<file path="config.mk">
export PLATFORM = sky130hd
export DESIGN_NAME = ram_loader_flat
export DESIGN_NICKNAME = d
export VERILOG_FILES = /design/src/rtl/ram_loader_pkg.sv /design/src/rtl/ram_loader_if.sv /design/src/rtl/ram_loader_xor_accum.sv /design/src/rtl/ram_loader.sv /design/src/flat_wrapper.sv
export SDC_FILE = /design/constraint.sdc
export NUM_CORES = 1
export LEC_CHECK = 0
export CORE_ASPECT_RATIO = 1.2
export CORE_UTILIZATION = 43
export CTS_BUF_LIST = sky130_fd_sc_hd__clkbuf_4 sky130_fd_sc_hd__clkbuf_8 sky130_fd_sc_hd__clkbuf_16
export CTS_CLUSTER_DIAMETER = 150
export DETAILED_ROUTE_END_ITERATION = 16
export GPL_TIMING_DRIVEN = 1
export PLACE_DENSITY = 0.89
export SKIP_LAST_GASP = 1
export SLEW_MARGIN = 20
export SYNTH_ARGS = -nofsm -noshare
export SYNTH_HDL_FRONTEND = slang
export SYNTH_SLANG_ARGS = --single-unit
</file>
<file path="constraint.sdc">
create_clock -name clk -period 1.9 [get_ports clk]
set_input_delay 0.475 -clock clk [delete_from_list [all_inputs] [get_ports clk]]
set_output_delay 0.475 -clock clk [all_outputs]
set_load 0.1 [all_outputs]
</file>
<file path="src/rtl/ram_loader_pkg.sv">
// Shared widths, depth and state encoding for the RAM loader.
// RAM_LOADER_VERIFY_EN (when defined) enables the readback states used by ram_loader.
package ram_loader_pkg;
  localparam int ADDR_WIDTH  = 4;
  localparam int DATA_WIDTH  = 8;
  localparam int DEPTH       = 16;
  localparam int COUNT_WIDTH = ADDR_WIDTH + 1;

  typedef logic [ADDR_WIDTH-1:0]  addr_t;
  typedef logic [DATA_WIDTH-1:0]  data_t;
  typedef logic [COUNT_WIDTH-1:0] count_t;

  typedef enum logic [2:0] {
    ST_IDLE      = 3'd0,
    ST_LOAD      = 3'd1,
    ST_WRITE     = 3'd2,
    ST_RD_ADDR   = 3'd3,
    ST_RD_SAMPLE = 3'd4,
    ST_CHECK     = 3'd5,
    ST_DONE      = 3'd6,
    ST_ERROR     = 3'd7
  } state_t;
endpackage

</file>
<file path="src/rtl/ram_loader_if.sv">
// Byte stream, RAM programming pins and status of the RAM loader.
// master = the loader itself, slave = the source/RAM/controller side.
interface ram_loader_if;
  import ram_loader_pkg::*;

  logic   start;
  data_t  byte_data;
  logic   byte_valid;
  logic   last;
  logic   byte_ready;
  logic   ram_program_mode;
  data_t  ram_data_program;
  addr_t  ram_address;
  logic   ram_write_enable;
  logic   ram_read_enable;
  data_t  wbus;
  logic   busy;
  logic   done;
  logic   error;
  count_t count;

  modport master (
    input  start, byte_data, byte_valid, last, wbus,
    output byte_ready, ram_program_mode, ram_data_program, ram_address,
           ram_write_enable, ram_read_enable, busy, done, error, count
  );

  modport slave (
    output start, byte_data, byte_valid, last, wbus,
    input  byte_ready, ram_program_mode, ram_data_program, ram_address,
           ram_write_enable, ram_read_enable, busy, done, error, count
  );
endinterface

</file>
<file path="src/rtl/ram_loader_xor_accum.sv">
// XOR accumulator: clear has priority over enable; sum folds in data when enabled.
module xor_accum #(
  parameter int WIDTH = 8
) (
  input  logic             clk,
  input  logic             reset_n,
  input  logic             clear,
  input  logic             enable,
  input  logic [WIDTH-1:0] data,
  output logic [WIDTH-1:0] sum
);
  always_ff @(posedge clk) begin
    if (!reset_n)
      sum <= '0;
    else if (clear)
      sum <= '0;
    else if (enable)
      sum <= sum ^ data;
  end
endmodule

</file>
<file path="src/rtl/ram_loader.sv">
// Streams bytes into the 16x8 RAM from address 0 upward, one byte per two cycles max.
// Define RAM_LOADER_VERIFY_EN to add an XOR-checksum readback pass after the load.
module ram_loader
  import ram_loader_pkg::*;
(
  input  logic          clk,
  input  logic          reset_n,
  ram_loader_if.master  bus
);
  state_t state_reg;
  addr_t  address_reg;
  data_t  data_reg;
  logic   last_reg;
  count_t count_reg;
  logic   byte_ready_reg;
  logic   program_mode_reg;
  logic   write_enable_reg;
  logic   busy_reg;
  logic   done_reg;
  logic   start_accept;

  assign start_accept = bus.start && !busy_reg;

`ifdef RAM_LOADER_VERIFY_EN
  logic  read_enable_reg;
  logic  error_reg;
  data_t checksum;
  data_t readback;

  xor_accum #(.WIDTH(DATA_WIDTH)) u_checksum (
    .clk(clk), .reset_n(reset_n), .clear(start_accept),
    .enable(state_reg == ST_WRITE), .data(data_reg), .sum(checksum)
  );

  xor_accum #(.WIDTH(DATA_WIDTH)) u_readback (
    .clk(clk), .reset_n(reset_n), .clear(start_accept),
    .enable(state_reg == ST_RD_SAMPLE), .data(bus.wbus), .sum(readback)
  );

  assign bus.ram_read_enable = read_enable_reg;
  assign bus.error           = error_reg;
`else
  assign bus.ram_read_enable = 1'b0;
  assign bus.error           = 1'b0;
`endif

  assign bus.byte_ready       = byte_ready_reg;
  assign bus.ram_program_mode = program_mode_reg;
  assign bus.ram_data_program = data_reg;
  assign bus.ram_address      = address_reg;
  assign bus.ram_write_enable = write_enable_reg;
  assign bus.busy             = busy_reg;
  assign bus.done             = done_reg;
  assign bus.count            = count_reg;

  always_ff @(posedge clk) begin
    if (!reset_n) begin
      state_reg        <= ST_IDLE;
      address_reg      <= '0;
      data_reg         <= '0;
      last_reg         <= 1'b0;
      count_reg        <= '0;
      byte_ready_reg   <= 1'b0;
      program_mode_reg <= 1'b0;
      write_enable_reg <= 1'b0;
      busy_reg         <= 1'b0;
      done_reg         <= 1'b0;
`ifdef RAM_LOADER_VERIFY_EN
      read_enable_reg  <= 1'b0;
      error_reg        <= 1'b0;
`endif
    end else begin
      case (state_reg)
        ST_IDLE, ST_DONE, ST_ERROR: begin
          if (bus.start) begin
            state_reg        <= ST_LOAD;
            address_reg      <= '0;
            count_reg        <= '0;
            done_reg         <= 1'b0;
            byte_ready_reg   <= 1'b1;
            program_mode_reg <= 1'b1;
            busy_reg         <= 1'b1;
`ifdef RAM_LOADER_VERIFY_EN
            error_reg        <= 1'b0;
`endif
          end
        end
        ST_LOAD: begin
          if (bus.byte_valid) begin
            data_reg         <= bus.byte_data;
            last_reg         <= bus.last;
            byte_ready_reg   <= 1'b0;
            write_enable_reg <= 1'b1;
            state_reg        <= ST_WRITE;
          end
        end
        ST_WRITE: begin
          write_enable_reg <= 1'b0;
          count_reg        <= count_reg + count_t'(1);
          // The top address ends the load so the address can never wrap.
          if (last_reg || address_reg == addr_t'(DEPTH - 1)) begin
            address_reg      <= '0;
            program_mode_reg <= 1'b0;
`ifdef RAM_LOADER_VERIFY_EN
            read_enable_reg  <= 1'b1;
            state_reg        <= ST_RD_ADDR;
`else
            done_reg         <= 1'b1;
            busy_reg         <= 1'b0;
            state_reg        <= ST_DONE;
`endif
          end else begin
            address_reg    <= address_reg + addr_t'(1);
            byte_ready_reg <= 1'b1;
            state_reg      <= ST_LOAD;
          end
        end
`ifdef RAM_LOADER_VERIFY_EN
        ST_RD_ADDR: state_reg <= ST_RD_SAMPLE;
        ST_RD_SAMPLE: begin
          if (address_reg == addr_t'(count_reg - count_t'(1))) begin
            read_enable_reg <= 1'b0;
            state_reg       <= ST_CHECK;
          end else begin
            address_reg <= address_reg + addr_t'(1);
            state_reg   <= ST_RD_ADDR;
          end
        end
        ST_CHECK: begin
          busy_reg <= 1'b0;
          if (readback == checksum) begin
            done_reg  <= 1'b1;
            state_reg <= ST_DONE;
          end else begin
            error_reg <= 1'b1;
            state_reg <= ST_ERROR;
          end
        end
`endif
        default: state_reg <= ST_IDLE;
      endcase
    end
  end
endmodule
</file>
<file path="src/flat_wrapper.sv">
// flat-port wrapper written by rule: the top's interface ports become plain ports
module ram_loader_flat import ram_loader_pkg::*;
  (clk, reset_n, bus_start, bus_byte_data, bus_byte_valid, bus_last, bus_wbus, bus_byte_ready, bus_ram_program_mode, bus_ram_data_program, bus_ram_address, bus_ram_write_enable, bus_ram_read_enable, bus_busy, bus_done, bus_error, bus_count);
  ram_loader_if bus_i ();
  input  logic clk;
  input  logic reset_n;
  input wire logic [$bits(bus_i.start)-1:0] bus_start;
  input wire logic [$bits(bus_i.byte_data)-1:0] bus_byte_data;
  input wire logic [$bits(bus_i.byte_valid)-1:0] bus_byte_valid;
  input wire logic [$bits(bus_i.last)-1:0] bus_last;
  input wire logic [$bits(bus_i.wbus)-1:0] bus_wbus;
  output wire logic [$bits(bus_i.byte_ready)-1:0] bus_byte_ready;
  output wire logic [$bits(bus_i.ram_program_mode)-1:0] bus_ram_program_mode;
  output wire logic [$bits(bus_i.ram_data_program)-1:0] bus_ram_data_program;
  output wire logic [$bits(bus_i.ram_address)-1:0] bus_ram_address;
  output wire logic [$bits(bus_i.ram_write_enable)-1:0] bus_ram_write_enable;
  output wire logic [$bits(bus_i.ram_read_enable)-1:0] bus_ram_read_enable;
  output wire logic [$bits(bus_i.busy)-1:0] bus_busy;
  output wire logic [$bits(bus_i.done)-1:0] bus_done;
  output wire logic [$bits(bus_i.error)-1:0] bus_error;
  output wire logic [$bits(bus_i.count)-1:0] bus_count;
  assign bus_i.start = bus_start;
  assign bus_i.byte_data = bus_byte_data;
  assign bus_i.byte_valid = bus_byte_valid;
  assign bus_i.last = bus_last;
  assign bus_i.wbus = bus_wbus;
  assign bus_byte_ready = bus_i.byte_ready;
  assign bus_ram_program_mode = bus_i.ram_program_mode;
  assign bus_ram_data_program = bus_i.ram_data_program;
  assign bus_ram_address = bus_i.ram_address;
  assign bus_ram_write_enable = bus_i.ram_write_enable;
  assign bus_ram_read_enable = bus_i.ram_read_enable;
  assign bus_busy = bus_i.busy;
  assign bus_done = bus_i.done;
  assign bus_error = bus_i.error;
  assign bus_count = bus_i.count;
  ram_loader u_core (.clk(clk), .reset_n(reset_n), .bus(bus_i));
endmodule
</file>
Word-level counts from Yosys, hierarchy flattened

Index checks and enable logic that the tools add are counted.

Word-level logic and storage cells: 52
Bits in registers: 25

Equality and inequality tests: 9
$add $sub $neg: 2
Reductions and logical operators: 12
Mux-type cells: 20

Operator list:

| kind                                                 | number |
|---|---|
| one-hot mux 5 bit (2 select lines)                   | 1 |
| 2-to-1 mux 3 bit                                     | 3 |
| one-hot mux 3 bit (3 select lines)                   | 1 |
| 2-to-1 mux 4 bit                                     | 2 |
| one-hot mux 4 bit (2 select lines)                   | 1 |
| AND reduction 2 bit                                  | 4 |
| 2-to-1 mux 1 bit                                     | 7 |
| equality test 3 bit (second input constant)          | 2 |
| != test 2 bit (second input constant)                | 3 |
| one-hot mux 1 bit (2 select lines)                   | 3 |
| adder 5 x 1 -> 5 bit (second input constant)         | 1 |
| 2-to-1 mux 5 bit                                     | 1 |
| adder 4 x 1 -> 4 bit (second input constant)         | 1 |
| equality test 4 bit (second input constant)          | 1 |
| AND reduction 4 bit                                  | 1 |
| nonzero test 2 bit                                   | 2 |
| equality test 3 x 1 -> 1 bit (second input constant) | 1 |
| equality test 3 x 2 -> 1 bit (second input constant) | 1 |
| zero test 3 bit                                      | 1 |
| one-hot mux 1 bit (3 select lines)                   | 1 |
| AND reduction 3 bit                                  | 1 |
| nonzero test 3 bit                                   | 1 |
| OR reduction 3 bit                                   | 1 |
| != test 2 x 1 -> 1 bit (second input constant)       | 1 |
| logical OR 1 bit                                     | 1 |

Depth between registers and ports, before layout

Word-level depth: 4
Gate-level depth with buffers: 6
Mapped depth without buffers: 5

Worst setup path before layout

Ideal clock, no wire load.

Path type: reg2reg
From: register u_core.address_reg[0] (netlist: u_core.bus.ram_address[0])
To: register u_core.state_reg[0]
Clock period less this slack: 2,346 ps
Slack: -446 ps
Cell stages (with the launch flop): 6
Library setup time: 122 ps
Arrival time: 2,224 ps
Path through: dfxtp_1 -> ha_1 -> a31oi_1 -> or3b_1 -> a31o_2 -> o311a_1

Cells in the longest elaborated chain, start to end: 4

Ends and longest elaborated chain:

| item                               | RTL line          | RTL |
|---|---|---|
| from (decl)                        | ram_loader.sv:11  | `addr_t address_reg;` |
| from (signal assigned)             | ram_loader.sv:113 | `address_reg <= address_reg + addr_t'(1);` |
| equality test 4 bit                | ram_loader.sv:101 | `if (last_reg \|\| address_reg == addr_t'(DEPTH - 1)) begin` |
| logical OR 1 bit                   | ram_loader.sv:101 |  |
| 2-to-1 mux 3 bit                   | ram_loader.sv:101 |  |
| one-hot mux 3 bit (3 select lines) | ram_loader.sv:73  | `case (state_reg)` |
| to (signal assigned)               | ram_loader.sv:76  | `state_reg <= ST_LOAD;` |
| to (signal assigned)               | ram_loader.sv:110 | `state_reg <= ST_DONE;` |
| to (signal assigned)               | ram_loader.sv:115 | `state_reg <= ST_LOAD;` |
| to (decl)                          | ram_loader.sv:10  | `state_t state_reg;` |

Every way passes these cells.
A chain may end at the register's enable or synchronous reset.

Worst setup path after layout

Same ends and word-level chain as after synthesis.

==> metrics.md <==
| Metric | Value |
|---|---|
| Worst setup slack for register-to-register paths | `0.24 ns` |
| Worst Path Max Fanout | `4` |
| Post-cts sizing count | `0` |
| Highest-count cells in the layout ignoring fill and taps | `sky130_fd_sc_hd__nand2_1, sky130_fd_sc_hd__buf_12, sky130_fd_sc_hd__dfxtp_1, sky130_fd_sc_hd__clkdlybuf4s50_1, sky130_fd_sc_hd__a21boi_0` |
| Clock tree root driver cell | `sky130_fd_sc_hd__clkbuf_4` |
| Clock period minus final worst setup slack | `around 1.7 ns` |
| Final weighted congestion in routability-driven placement | `0.8001` |
| Average detailed-routed wire length per instance | `approximately 13 um` |
| Final std cell area, no fill | `about 1800 sq um` |
| Number of flip-flops under the largest register name | `8` |
| Antenna cell count | `0` |
| Number of global-route vias before repair | `roughly 990` |
| Cell depth of the worst min-delay path | `2` |
| Final critical-path setup slack | `0.2383 ns` |
| Drc violations | `0` |
| Combined area of all synthesized cells | `about 1200 sq um` |
| Effective utilization at floorplan | `45.34%` |
| Maximum level of the CTS H-tree | `1` |
| Hold violation count in the final report | `0` |
| # port buffers | `34` |
| Count of placed standard cells in the final layout, fillers left out | `199` |
| Synthesis-to-finish area growth | `53.51%` |
| Clock insertion delay at the later pin of the skew report | `approximately 0.32 ns` |
| Worst Tran Pin Value | `around 0.53 ns` |
| Hold Path Class | `reg -> reg` |
| Period utilisation layout | `approximately 90%` |
| Highest clock frequency the design can meet | `601.8 MHz` |
| Total clock buffers created by CTS | `3` |
| Number of iterations in the first detailed-routing pass | `4` |
| Cell area after placement | `1747 sq um` |
| Setup repair after global routing missed its margin | `false` |
| Initial antenna violation count | `0` |
| Minimum setup slack after placement | `0.07279 ns` |
| Max-cap check violation count | `0` |
| R2R depth | `5` |
| Residual overflow from global routing | `0` |
| Crit path capture type | `flip-flop` |
| Gate Count Post-Synth | `about 130` |
| Area enclosed by the die boundary | `just under 3000 sq um` |
| Cts hold-fix bufs | `0` |
| Wire length reported by the detailed router | `2659 um` |
| Clock-pin slew on the worst setup and hold paths | `0.13 ns` |
| Ratio of cells with drive above 1 in the final layout | `approximately a quarter` |
| Synth cell types | `37` |
| Top Ports | `45` |
| Clock sink count | `25` |
| Die extent in x | `between 40 and 50 um` |
| Worst flop-to-flop path startpoint | `u_core.bus.ram_address[0]$_SDFFE_PN0P_` |
| Cells after DPL | `just under 200` |
| Cell leakage power | `0.6606 nW` |
| Startpoint-to-endpoint class of the critical path | `reg -> reg` |
| Total routing usage reported by global routing | `between 10% and 20%` |
| Starting DRT DRC Count | `33` |
| Core outline area | `~2600 sq um` |
| Most used DFF post-synth | `sky130_fd_sc_hd__dfxtp_1` |
| Critical path data arrival time | `around 1.9 ns` |
| HP Start | `u_core.bus.ram_write_enable$_SDFFE_PN0P_` |
| Endpoint of the worst hold path | `u_core.bus.ram_write_enable$_SDFFE_PN0P_` |
| Post-synth EDFFs | `0` |
| VDD IR max | `between 0.0005 and 0.0006 V` |
| Power density normalized to cell area | `around 650 nW/um^2` |
| Worst Skew | `between 0.003 and 0.004 ns` |
| Routed via count divided by cell count | `5.317` |
| Endpoint of the lowest-slack register-to-register path | `u_core.state_reg[0]$_SDFFE_PN0P_` |
| Clock tree from TritonCTS | `done` |
| Worst-case clock buffer depth | `2` |
| Nets | `190` |
| Data required time of the critical path | `~2.1 ns` |
| Hold Slack | `0.5155 ns` |
| Result of the run | `completed` |
| Nature of the critical path startpoint | `flip-flop` |
| Height of the die | `between 50 and 60 um` |
| Post-CTS setup-driven buffer insertion count | `0` |
| Largest net degree at the start of global routing | `14` |
| ANT nets after route | `0` |
| Vias | `approximately 1,100` |
| Share of synthesized registers carrying an async set or reset | `0%` |
| Max-Slew Margin vs Limit | `64.41%` |
| Setup TNS | `0 ns` |
| DP HPWL | `between 2000 and 2500 um` |
| Post-synthesis area per instance | `a little under 9 sq um` |
| Count of pins over their slew limit | `0` |
| Total of warnings raised by yosys | `0` |
| Global-route wire length before repair | `about 4400 um` |
| Core Rows | `20` |
| Synthesis-stage register bit count | `25` |
| Proportion of synthesized chip area in sequential cells | `43.24%` |
| Setup violation total in the final timing report | `0` |
[how the worst max path moves through the flow]
stage                     slack, ns                                   start                                     end
after global routing           0.13        u_core.state_reg[1]$_SDFFE_PN0P_  u_core.bus.ram_address[1]$_SDFFE_PN0P_
after global placement         0.09                               bus_start            u_core.bus.done$_SDFFE_PN0P_
after detailed placement       0.07                               bus_start            u_core.bus.done$_SDFFE_PN0P_
after CTS                      0.23  u_core.bus.ram_address[0]$_SDFFE_PN0P_        u_core.state_reg[0]$_SDFFE_PN0P_
after floorplan                0.06            u_core.bus.busy$_SDFFE_PN0P_                    bus_ram_program_mode
final                          0.24  u_core.bus.ram_address[0]$_SDFFE_PN0P_        u_core.state_reg[0]$_SDFFE_PN0P_
[logic make-up after synthesis]
family	share of synthesized area, %
AOI/OAI and AO/OA	22.81
muxes	1.730
buffers and inverters	5.513
and+or+nand+nor	23.46
adders and majority gates	2.162
xor gates and xnor gates	0.7569
other	0.3240
DFF	43.24
[report_power, final]
part / total, mW / switching (mW) / internal (mW) / leakage [nW]
registers: 0.569 / 0.0274 / 0.541 / 0.206
logic: 0.330 / 0.205 / 0.125 / 0.436
clock network: 0.252 / 0.156 / 0.0965 / 0.0184
[routing by layer]
| layer | up-vias | part of all wire (%) | global-route usage, % |
|---|---|---|---|
| met5 | - | 0 | 0 |
| met4 | 0 | 1.2 | 11.34 |
| met3 | 4 | 4.7 | 5.426 |
| met2 | 20 | 54 | 35.62 |
| met1 | 505 | 40 | 20.63 |
| li1 | 529 | - | - |
[layout make-up]
class	instances	area [sq um]
timing repair buffer	39	598.1
tap	33	41.29
fill	176	775.7
sequential	25	510.5
multi-input combinational	98	596.8
clock buffer	4	30.03
[cell usage after synthesis, types with 2 or more instances]
cell type                  instances  area share (%)
sky130_fd_sc_hd__buf_6             2             1.9
sky130_fd_sc_hd__ha_1              2             2.2
sky130_fd_sc_hd__a21boi_0         11             7.1
sky130_fd_sc_hd__o21ai_0           4             1.7
sky130_fd_sc_hd__a22oi_1           2             1.3
sky130_fd_sc_hd__nand2b_1          3             1.6
sky130_fd_sc_hd__nor3_1            2            0.86
sky130_fd_sc_hd__a31o_2            2             1.5
sky130_fd_sc_hd__a21oi_1           8             3.5
sky130_fd_sc_hd__dfxtp_1          25              43
sky130_fd_sc_hd__clkbuf_1          3            0.97
sky130_fd_sc_hd__a31oi_1           2             1.1
sky130_fd_sc_hd__nor2_1            5             1.6
sky130_fd_sc_hd__mux2i_1           2             1.7
sky130_fd_sc_hd__nor3b_1           2             1.3
sky130_fd_sc_hd__buf_4             4             2.6
sky130_fd_sc_hd__nand3_1           7             3.0
sky130_fd_sc_hd__nor2b_1           5             2.7
sky130_fd_sc_hd__nand2_1          22             7.1
[worst max-delay path, cell delays in order, from the launching register on]
cell and delay [ns]:
sky130_fd_sc_hd__dfxtp_4 0.40, sky130_fd_sc_hd__ha_1 0.21, sky130_fd_sc_hd__a31oi_1 0.18, sky130_fd_sc_hd__or3b_1 0.41, sky130_fd_sc_hd__a31o_2 0.26, sky130_fd_sc_hd__o311a_1 0.11
[stage by stage]
stage	util [%]	power (mW)
after floorplan	-	0.7873
after global placement	68.43	0.9019
after detailed placement	68.43	0.9102
after CTS	69.61	1.158
after global routing	69.61	1.201
final	69.61	1.151
Note: power is estimated with default switching activity, not from simulation.
